### config.mk
export PLATFORM = sky130hd
export DESIGN_NAME = int_issue_queue
export DESIGN_NICKNAME = d
export VERILOG_FILES = /design/src/rtl/int_issue_queue.sv
export SDC_FILE = /design/constraint.sdc
export NUM_CORES = 1
export LEC_CHECK = 0
export CAP_MARGIN = 20
export CORE_MARGIN = 2
export CORE_UTILIZATION = 40
export CTS_BUF_LIST = sky130_fd_sc_hd__clkbuf_8
export DETAILED_ROUTE_END_ITERATION = 6
export REMOVE_ABC_BUFFERS = 1
export SYNTH_ARGS = -nofsm -noshare
export SYNTH_HDL_FRONTEND = slang
export SYNTH_SLANG_ARGS = --single-unit
### constraint.sdc
create_clock -name clk_in -period 6.2 [get_ports clk_in]
set_clock_uncertainty 0.15 [all_clocks]
set_input_delay 1.86 -clock clk_in [delete_from_list [all_inputs] [get_ports clk_in]]
set_output_delay 1.86 -clock clk_in [all_outputs]
set_load 0.005 [all_outputs]
### src/rtl/int_issue_queue.sv
// Integer issue queue: buffers micro-ops, issues one per cycle to INT_EXEC,
// and registers the result as a writeback request.
//
// Ports:
//   clk_in, rst_in (async active-low), flush_in (sync)
//   enq_*      : decode-side valid/ready entry input {uop, a, b, rd}
//   exec_*     : head entry and issue strobe to INT_EXEC, result back in
//   wb_*       : registered writeback request, held under wb_stall_in
//   occupancy_out : number of queued, not yet issued entries
module int_issue_queue #(
    parameter int DEPTH    = 4,
    parameter int RD_WIDTH = 5
) (
    input  logic                       clk_in,
    input  logic                       rst_in,
    input  logic                       flush_in,
    input  logic                       enq_valid_in,
    output logic                       enq_ready_out,
    input  logic [3:0]                 enq_uop_in,
    input  logic [31:0]                enq_a_data_in,
    input  logic [31:0]                enq_b_data_in,
    input  logic [RD_WIDTH-1:0]        enq_rd_in,
    output logic                       exec_enable_out,
    output logic [3:0]                 exec_uop_out,
    output logic [31:0]                exec_a_data_out,
    output logic [31:0]                exec_b_data_out,
    input  logic [31:0]                exec_res_data_in,
    output logic                       wb_valid_out,
    output logic [RD_WIDTH-1:0]        wb_rd_out,
    output logic [31:0]                wb_data_out,
    input  logic                       wb_stall_in,
    output logic [$clog2(DEPTH+1)-1:0] occupancy_out
);

    localparam int PW = $clog2(DEPTH);
    localparam int CW = $clog2(DEPTH + 1);

    typedef struct packed {
        logic [3:0]          uop;
        logic [31:0]         a;
        logic [31:0]         b;
        logic [RD_WIDTH-1:0] rd;
    } entry_t;

    entry_t        mem [DEPTH];
    entry_t        head_e;
    logic [PW-1:0] head;
    logic [PW-1:0] tail;
    logic [CW-1:0] count;
    logic          empty;
    logic          wb_hold;
    logic          enq_fire;
    logic          iss_fire;

    assign empty         = (count == '0);
    // Ready is based on the registered count only; no same-cycle dequeue look-ahead.
    assign enq_ready_out = (count < CW'(DEPTH));
    assign wb_hold       = wb_valid_out & wb_stall_in;
    assign enq_fire      = enq_valid_in & enq_ready_out & ~flush_in;
    assign iss_fire      = ~empty & ~wb_hold & ~flush_in;

    // Empty queue drives zeros so INT_EXEC never sees stale entry contents.
    assign head_e = empty ? '0 : mem[head];

    assign exec_enable_out = iss_fire;
    assign exec_uop_out    = head_e.uop;
    assign exec_a_data_out = head_e.a;
    assign exec_b_data_out = head_e.b;
    assign occupancy_out   = count;

    // Entry storage carries no reset; contents are only read when count != 0.
    always_ff @(posedge clk_in) begin
        if (enq_fire) begin
            mem[tail] <= '{
                uop: enq_uop_in,
                a:   enq_a_data_in,
                b:   enq_b_data_in,
                rd:  enq_rd_in
            };
        end
    end

    always_ff @(posedge clk_in or negedge rst_in) begin
        if (!rst_in) begin
            head  <= '0;
            tail  <= '0;
            count <= '0;
        end else if (flush_in) begin
            head  <= '0;
            tail  <= '0;
            count <= '0;
        end else begin
            if (enq_fire) begin
                tail <= tail + PW'(1);
            end
            if (iss_fire) begin
                head <= head + PW'(1);
            end
            case ({enq_fire, iss_fire})
                2'b10:   count <= count + CW'(1);
                2'b01:   count <= count - CW'(1);
                default: count <= count;
            endcase
        end
    end

    always_ff @(posedge clk_in or negedge rst_in) begin
        if (!rst_in) begin
            wb_valid_out <= 1'b0;
            wb_rd_out    <= '0;
            wb_data_out  <= '0;
        end else if (flush_in) begin
            wb_valid_out <= 1'b0;
        end else if (iss_fire) begin
            wb_valid_out <= 1'b1;
            wb_rd_out    <= head_e.rd;
            wb_data_out  <= exec_res_data_in;
        end else if (!wb_hold) begin
            wb_valid_out <= 1'b0;
        end
    end

endmodule
# [Word level (Yosys, flattened, before mapping)]
# Memory sizes are Yosys's and may differ from the RTL's.
# Cells that the tools add are included.
[totals] memories=1 mem_bits_rw=292 wordCells=40 ff_bits=45
[classes] bitwise_logic=8 reduce_logical=5 n_addsub=4 order_cmp=1 n_eq_ne=3 mux=12
[mem_list] name="mem" words=4 word_bits=73 rd=1 rd_clocked_by_memory_dff=0 write_ports=1 line="45" text="entry_t mem [DEPTH];"
[op_table] op="73-bit two-way mux" count=1
[op_table] op="2-bit two-way mux" count=4
[op_table] op="3-bit case mux with 2 select lines" count=1
[op_table] op="1-bit AND" count=5
[op_table] op="1-bit two-way mux" count=5
[op_table] op="2-bit by 1-bit adder with 2-bit output (second input constant)" count=2
[op_table] op="2-bit nonzero test" count=2
[op_table] op="3-bit by 1-bit adder with 3-bit output (second input constant)" count=1
[op_table] op="3-bit logical NOT" count=1
[op_table] op="3-bit < comparator (second input constant)" count=1
[op_table] op="3-bit two-way mux" count=1
[op_table] op="3-bit by 2-bit inequality test with 1-bit output (second input constant)" count=1
[op_table] op="1-bit NOT" count=3
[op_table] op="3-bit nonzero test" count=1
[op_table] op="3-bit by 1-bit subtractor with 3-bit output (second input constant)" count=1
[op_table] op="2-bit by 1-bit equality test with 1-bit output (second input constant)" count=1
[op_table] op="2-bit equality test (second input constant)" count=1
[op_table] op="2-bit AND reduction" count=1

# [Longest topological paths before layout]
# Gate-level depths: netlist of run 1.
[logic_depth] depth_word=7 mapped_depth=9 mapped_depth_nobuf=8

# [Worst setup path after synthesis of run 1]
# OpenSTA, ideal clock, no wires.
[synth_timing] path_type="input-to-reg" from="input enq_valid_in" to="memory mem[0][0] (netlist bit) (enable)" required_ns=5.611 setup_slack_ns=1.477 arrival_ns=4.134 path_stages=4 setup_ns=0.439 cell_sequence="nor2b_1 > clkbuf_1 > nor2b_1 > and2_1"
[synth_between] elab_chain_len=4
[synth_lines] item="start, declared" line="17" text="input logic enq_valid_in,"
[synth_lines] item="1-bit AND (2 in a row)" line="59" text="assign enq_fire = enq_valid_in & enq_ready_out & ~flush_in;"
[synth_lines] item="1-bit two-way mux" line="73" text="if (enq_fire) begin"
[synth_lines] item="1-bit two-way mux (implied by the code)" line="74" text="mem[tail] <= '{"
[synth_lines] item="end, declared" line="45"
# No other way between the ends.

# [Worst setup path after layout of run 1]
[layout_timing] from="input wb_stall_in" to="output exec_enable_out"
[layout_between] elab_chain_len=4
[layout_lines] item="start, declared" line="31" text="input logic wb_stall_in,"
[layout_lines] item="1-bit AND" line="58" text="assign wb_hold = wb_valid_out & wb_stall_in;"
[layout_lines] item="1-bit NOT" line="60" text="assign iss_fire = ~empty & ~wb_hold & ~flush_in;"
[layout_lines] item="1-bit AND (2 in a row)" line="60"
[layout_lines] item="end, declared" line="23" text="output logic exec_enable_out,"
# No other way between the ends.

==> metrics, run 1 <==
worst IR drop on VDD=0.000202 V; clock network latency to the later pin of the worst-skew pair=0.56 ns; layer with the highest usage=met2; global-route wire length before repair=40800 microns; mean area per synthesized cell=20.4 sq um; part of the cycle the worst path needs=85.0%; total gr overflow=0; final period demand of the worst path=5.27 ns; type of the worst setup path=in -> out; final slew viol count=0; Main synth FF type=edfxtp_1; termination of the worst setup path=exec_enable_out; total internal power=5.02 mW; portion of the post-synthesis area used by sequential elements=73.6%; netlist area before placement=0.0135 sq mm; post-route DRC violation count=0; number of detailed-routing iterations run before antenna repair=4; Arrival @ worst endpoint=3.26 ns; top cells by area in the synthesized netlist=edfxtp_1 65%, mux4_2 12%, dfrtp_1 8.4%; die height=187 microns; Die Area=0.0351 sq mm; met3 track demand over resource=6.02%; CP startpoint kind=input port; met1 usage in global routing=19.8%; maximum count of clock buffers along a single path=3; slack of the worst reg-to-reg path=3.57 ns; Synth-to-Final Area Change=24.5%; EDFF count, synth=292; summed negative setup slack over all endpoints=0 ns; Die X-Extent=187 microns; clock slew seen by the registers of the worst setup and hold paths=0.06 ns; number of cell instances on the worst register-to-register path=4; count of max-cap constraint violations=0; detailed-route wire length per cell=19.6 microns; part of the total power dissipated in sequential elements=42.5%; Finished Cell Area=0.0167 sq mm; TritonCTS clock tree=built; number of gates resized after cts=0; via/cell ratio=4.83; number of hold-repair buffers added at the cts stage=0; launch instance of the worst register-to-register path=occupancy_out[2]; leading cell type by number of instances after synthesis=edfxtp_1; placed cell areas=0.0157 sq mm; required time of the critical path=4.19 ns; top post-synthesis cells by count=292 x edfxtp_1, 73 x mux4_2, 72 x and2_1, 68 x buf_4, 45 x dfrtp_1; count of buffers added by post-CTS timing repair for setup=0; Final Wtd Congestion=0.722; Detailed Route Iter0 Violations=333; number of antenna violations at the first check in global routing=4; DRT Wirelength=26400 microns; leakage power figure=5.63 nW; endpoint of the worst register-to-register path=mem[3][56]; htree depth=2; slew at the pin with the worst max-slew slack=0.919 ns; power share of the combinational group=31.6%; switching power=1.85 mW; post-synthesis cell count=661; met2 Usage GRT=23.3%; area share of the largest cell type after synthesis=65.2%; P per Cell Area=411 mW/mm^2; clock network power share=25.9%; clock root buffer master=clkbuf_8; count of antenna-violating nets left after detailed routing=0; category of the worst setup path capture point=output pin; slew margin rel.=38.7%; Final setup viols=0; Layout Nets=967; RSZ-0062 raised after global routing=false; Distinct cells, synth=32; Overall Global Routing Usage=15.1%; count of synthesis-stage warnings from yosys=0; Yosys top cell by area=edfxtp_1; Ports=221; switch share=27.0%; share of post-route cells with drive strength above 1=23.2%; Via Count=6498; HP Class=reg -> reg; flops & latches, synth=337; Hold Fails Final Rpt=0; Port Buf Inserts=220; maximum number of pins on one net before global-route repair=71; total clock sinks=337; crit path max fanout=6; Core Footprint=0.0334 sq mm; number of global-route vias before repair=7005; starting density of the core=40.3%; fraction of registers with async set or reset after synthesis=13.4%; Num CTS Buffers=55; maximum frequency from static timing analysis=190 MHz; start point of the critical path=wb_stall_in; Post-DP HPWL=15600 microns; result of the run=completed; Cell Rows=67
per-layer routing:
metal | wire (microns) | vias to the layer above
met5 | 41 | -
met4 | 535 | 6
met3 | 2360 | 56
met2 | 12000 | 229
met1 | 11500 | 3306
li1 | - | 2901
cells in the final DEF, fill, tap and decap left out, types with 13 or more instances in the layout:
cell	synthesis	layout
mux2_4	19	19
inv_1	3	19
edfxtp_1	292	292
clkinv_2	0	13
clkbuf_8	0	55
clkdlybuf4s50_1	0	219
mux2_2	19	19
and2_1	72	68
mux4_2	73	73
dfrtp_1	45	43
metrics by stage:
| step | setup WS [ns] | hold slack [ns] | power (mW) | cells | utilization [%] |
|---|---|---|---|---|---|
| finish | 0.931 | 0.355 | 6.88 | 1346 | 50.2 |
| global route | 0.845 | 0.365 | 7.26 | 1345 | 50.2 |
| CTS | 0.918 | 0.358 | 7.02 | 1344 | 50.1 |
| detailed placement | 0.935 | 0.341 | 5.20 | 1242 | 47.1 |
| global placement | 0.955 | 0.338 | 5.18 | 1242 | 47.1 |
| floorplan | 0.439 | 0.355 | 3.98 | 563 | - |
critical path, cell delays in order:
cell and delay (ns):
clkdlybuf4s50_1 0.43, nand2_1 0.22, nand2_4 0.10, nor2_4 0.12, clkdlybuf4s50_1 0.52
area by class of cell:
type	count	area [sq um]
diodes	1	2.50
clock buffers	55	757
clock inverters	47	272
fillers	2834	16600
inverters	3	11.3
multi-input cells	223	2880
flip-flops and latches	337	9900
well taps	448	561
repair buffers	232	2360
cells by family (layout without fill, tap and decap cells):
kind of cell | Yosys count | count (layout) | share of synthesized area, %
DFF | 337 | 337 | 73.6
buffers and inverters | 101 | 337 | 5.16
adders and majority gates | 5 | 5 | 0.521
other | 0 | 1 | 0
AOI/OAI and AO/OA | 7 | 7 | 0.279
muxes | 112 | 112 | 16.0
and+or+nand+nor | 96 | 96 | 4.28
xor gates and xnor gates | 3 | 3 | 0.195
worst min path at each step:
stage	endpoint	from	cells after the start	slack, ns
2_1_floorplan	wb_data_out[15]	wb_data_out[15]	1	0.36
3_3_place_gp	wb_data_out[25]	wb_data_out[25]	1	0.34
3_5_place_dp	wb_data_out[4]	wb_data_out[4]	1	0.34
4_1_cts	wb_data_out[20]	wb_data_out[20]	1	0.36
5_1_grt	wb_data_out[0]	wb_data_out[0]	1	0.37
6_report	wb_data_out[15]	wb_data_out[15]	1	0.36
power groups by stage:
stage / clock network [mW] / logic (mW) / registers (mW)
floorplan: 0 / 0.997 / 2.98
global placement: 0 / 2.21 / 2.97
detailed placement: 0 / 2.22 / 2.98
CTS: 1.85 / 2.23 / 2.94
global route: 1.95 / 2.35 / 2.97
finish: 1.78 / 2.17 / 2.92
flip-flops by register name, indices dropped and copies added, names as in the netlist:
register,cells
head,2
mem,292
tail,2
wb_valid_out,1
wb_data_out,32
occupancy_out,3
wb_rd_out,5
Note: power is estimated with default switching activity, not from simulation.
==> run 2, diff against run 1 <==
--- a/config.mk
+++ b/config.mk
@@ -10,6 +10,7 @@
 export CORE_UTILIZATION = 40
 export CTS_BUF_LIST = sky130_fd_sc_hd__clkbuf_8
 export DETAILED_ROUTE_END_ITERATION = 6
+export PLACE_DENSITY = 0.65
 export REMOVE_ABC_BUFFERS = 1
 export SYNTH_ARGS = -nofsm -noshare
 export SYNTH_HDL_FRONTEND = slang
==> constraint.sdc (replaced) <==
create_clock -name clk_in -period 4.7 [get_ports clk_in]
set_clock_uncertainty 0.15 [all_clocks]
set_input_delay 1.41 -clock clk_in [delete_from_list [all_inputs] [get_ports clk_in]]
set_output_delay 1.41 -clock clk_in [all_outputs]
set_load 0.005 [all_outputs]
==> run 2 against run 1 <==
  * Setup slack worse by 0.62 ns
  * Flip-flop and latch count unchanged
  * Core utilization up 0.24 points
  * Global-route usage up 0.10 points
  * Combinational power up 39%
  * Clock power up 35%
  * Critical path depth down 1
  * First-iteration DRC count up 11%
  * Final cell count unchanged
==> metrics, run 2 (synthesis results as in run 1) <==
HP Class=reg -> reg (unchanged); Cell Rows=67 (unchanged); endpoint of the worst register-to-register path=occupancy_out[2] (was mem[3][56]); start point of the critical path=occupancy_out[2] (was wb_stall_in); maximum frequency from static timing analysis=228 MHz; Biggest register=mem (unchanged); Final Wtd Congestion=0.792 (was 0.722); number of global-route vias before repair=7016 (was 7005); post-route DRC violation count=0 (unchanged); Num CTS Buffers=55 (unchanged); slew margin rel.=57.6% (was 38.7%); total clock sinks=337 (unchanged); global-route wire length before repair=40900 microns (was 40800 microns); final period demand of the worst path=4.39 ns; post-route worst hold slack=0.352 ns (was 0.355 ns); leakage power figure=5.67 nW (was 5.63 nW); required time of the critical path=3.14 ns (was 4.19 ns); CP startpoint kind=register (was input port); category of the worst setup path capture point=output pin (unchanged); count of antenna-violating nets left after detailed routing=0 (unchanged); launch instance of the worst register-to-register path=occupancy_out[2] (unchanged); slew at the pin with the worst max-slew slack=0.637 ns (was 0.919 ns); P per Cell Area=546 mW/mm^2 (was 411 mW/mm^2); maximum number of pins on one net before global-route repair=74 (was 71); Layout Nets=970 (was 967); Die Area=0.0351 sq mm (unchanged); Die X-Extent=187 microns (unchanged); number of cell instances on the worst register-to-register path=8 (was 4); Arrival @ worst endpoint=2.83 ns (was 3.26 ns); count of buffers added by post-CTS timing repair for setup=0 (unchanged); crit path max fanout=26 (was 6); layer with the highest usage=met2 (unchanged); Final setup viols=0 (unchanged); type of the worst setup path=reg -> out (was in -> out); total gr overflow=0 (unchanged); Post-DP HPWL=15300 microns (was 15600 microns); clock network latency to the later pin of the worst-skew pair=0.59 ns (was 0.56 ns); summed negative setup slack over all endpoints=0 ns (unchanged); share of post-route cells with drive strength above 1=22.8% (was 23.2%); Core Footprint=0.0334 sq mm (unchanged); Synth-to-Final Area Change=25.1% (was 24.5%); Via Count=6460 (was 6498); via/cell ratio=4.80 (was 4.83); detailed-route wire length per cell=19.6 microns (about the same); htree depth=2 (unchanged); count of max-cap constraint violations=0 (unchanged); Overall Global Routing Usage=15.2% (was 15.1%); final slew viol count=0 (unchanged); result of the run=completed (unchanged); met1 usage in global routing=19.3% (was 19.8%); die height=187 microns (unchanged); RSZ-0062 raised after global routing=false (unchanged); Hold Fails Final Rpt=0 (unchanged); worst IR drop on VDD=0.000331 V (was 0.000202 V); DRT Wirelength=26300 microns (was 26400 microns); met2 Usage GRT=24.6% (was 23.3%); part of the cycle the worst path needs=93.4%; top flop regs=mem (292), wb_data_out (32), wb_rd_out (5) (unchanged); most frequent cells in the layout=292 x edfxtp_1, 219 x clkdlybuf4s50_1, 73 x mux4_2, 68 x and2_1, 58 x clkbuf_8 (was 292 x edfxtp_1, 219 x clkdlybuf4s50_1, 73 x mux4_2, 68 x and2_1, 55 x clkbuf_8); met3 track demand over resource=5.59% (was 6.02%); starting density of the core=40.3% (unchanged); number of gates resized after cts=0 (unchanged); Ports=221 (unchanged); slack of the worst reg-to-reg path=2.01 ns (was 3.57 ns); number of antenna violations at the first check in global routing=1 (was 4); clock root buffer master=clkbuf_8 (unchanged); number of detailed-routing iterations run before antenna repair=4 (unchanged); TritonCTS clock tree=built (unchanged); Overall Power=9.18 mW (was 6.88 mW); number of flip-flops under the largest register name=292 (unchanged); clock slew seen by the registers of the worst setup and hold paths=0.06 ns (about the same); most common cell after layout, fill and taps aside=edfxtp_1 (unchanged); core occupancy in the finished layout=50.4% (was 50.2%); Port Buf Inserts=220 (unchanged); maximum count of clock buffers along a single path=3 (unchanged); termination of the worst setup path=exec_a_data_out[12] (was exec_enable_out); number of hold-repair buffers added at the cts stage=0 (unchanged); Detailed Route Iter0 Violations=370 (was 333)
## run 2: cell count changes in the layout (fill, tap and decap cells not counted), moves of 2 or more
cell / change
inv_1: +4
inv_8: +2
clkbuf_8: +3
clkinv_2: -10
buf_12: +3
## run 2: layer usage
metal  vias to the layer above  wire (microns)  share of wire, %
met2                       233           12600                48
met4                         0             455               1.7
met1                      3281           11100                42
met3                        38            2120               8.0
li1                       2908               -                 -
met5                         -               0                 0
## run 2: stage by stage
stage / area [sq um] / std cells / setup WS [ns]
CTS: 16800 / 1343 / 0.226
global placement: 15800 / 1245 / 0.388
detailed placement: 15800 / 1245 / 0.382
finish: 16800 / 1346 / 0.312
global route: 16800 / 1345 / 0.160
floorplan: 12800 / 563 / -0.611
## run 2: layout make-up
type	instances	area (sq um)
fillers	2787	16500
flip-flops and latches	337	9900
multi-input cells	223	2880
repair buffers	235	2420
clock buffers	58	798
well taps	448	561
clock inverters	40	251
inverters	3	11.3
diodes	2	5.00
## run 2: worst max-delay path, cell delays in order, from the launching register on
cell	delay [ns]
dfrtp_1	0.45
or3_2	0.82
buf_4	0.33
and2_1	0.17
clkdlybuf4s50_1	0.45
## run 2: worst min path at each step
stage	start	end	slack [ns]	depth (start not counted)
6_report	wb_data_out[22]	wb_data_out[22]	0.35	1
5_1_grt	wb_data_out[24]	wb_data_out[24]	0.38	1
3_3_place_gp	wb_data_out[17]	wb_data_out[17]	0.34	1
3_5_place_dp	wb_data_out[9]	wb_data_out[9]	0.34	1
4_1_cts	wb_data_out[22]	wb_data_out[22]	0.36	1
2_1_floorplan	wb_data_out[15]	wb_data_out[15]	0.36	1
## run 2: where the power goes
| group | leakage, nW | internal [mW] | switching (mW) |
|---|---|---|---|
| Clock | 0.607 | 1.30 | 1.11 |
| Sequential | 3.19 | 3.60 | 0.165 |
| Combinational | 1.87 | 1.86 | 1.15 |
| Total | 5.67 | 6.76 | 2.42 |
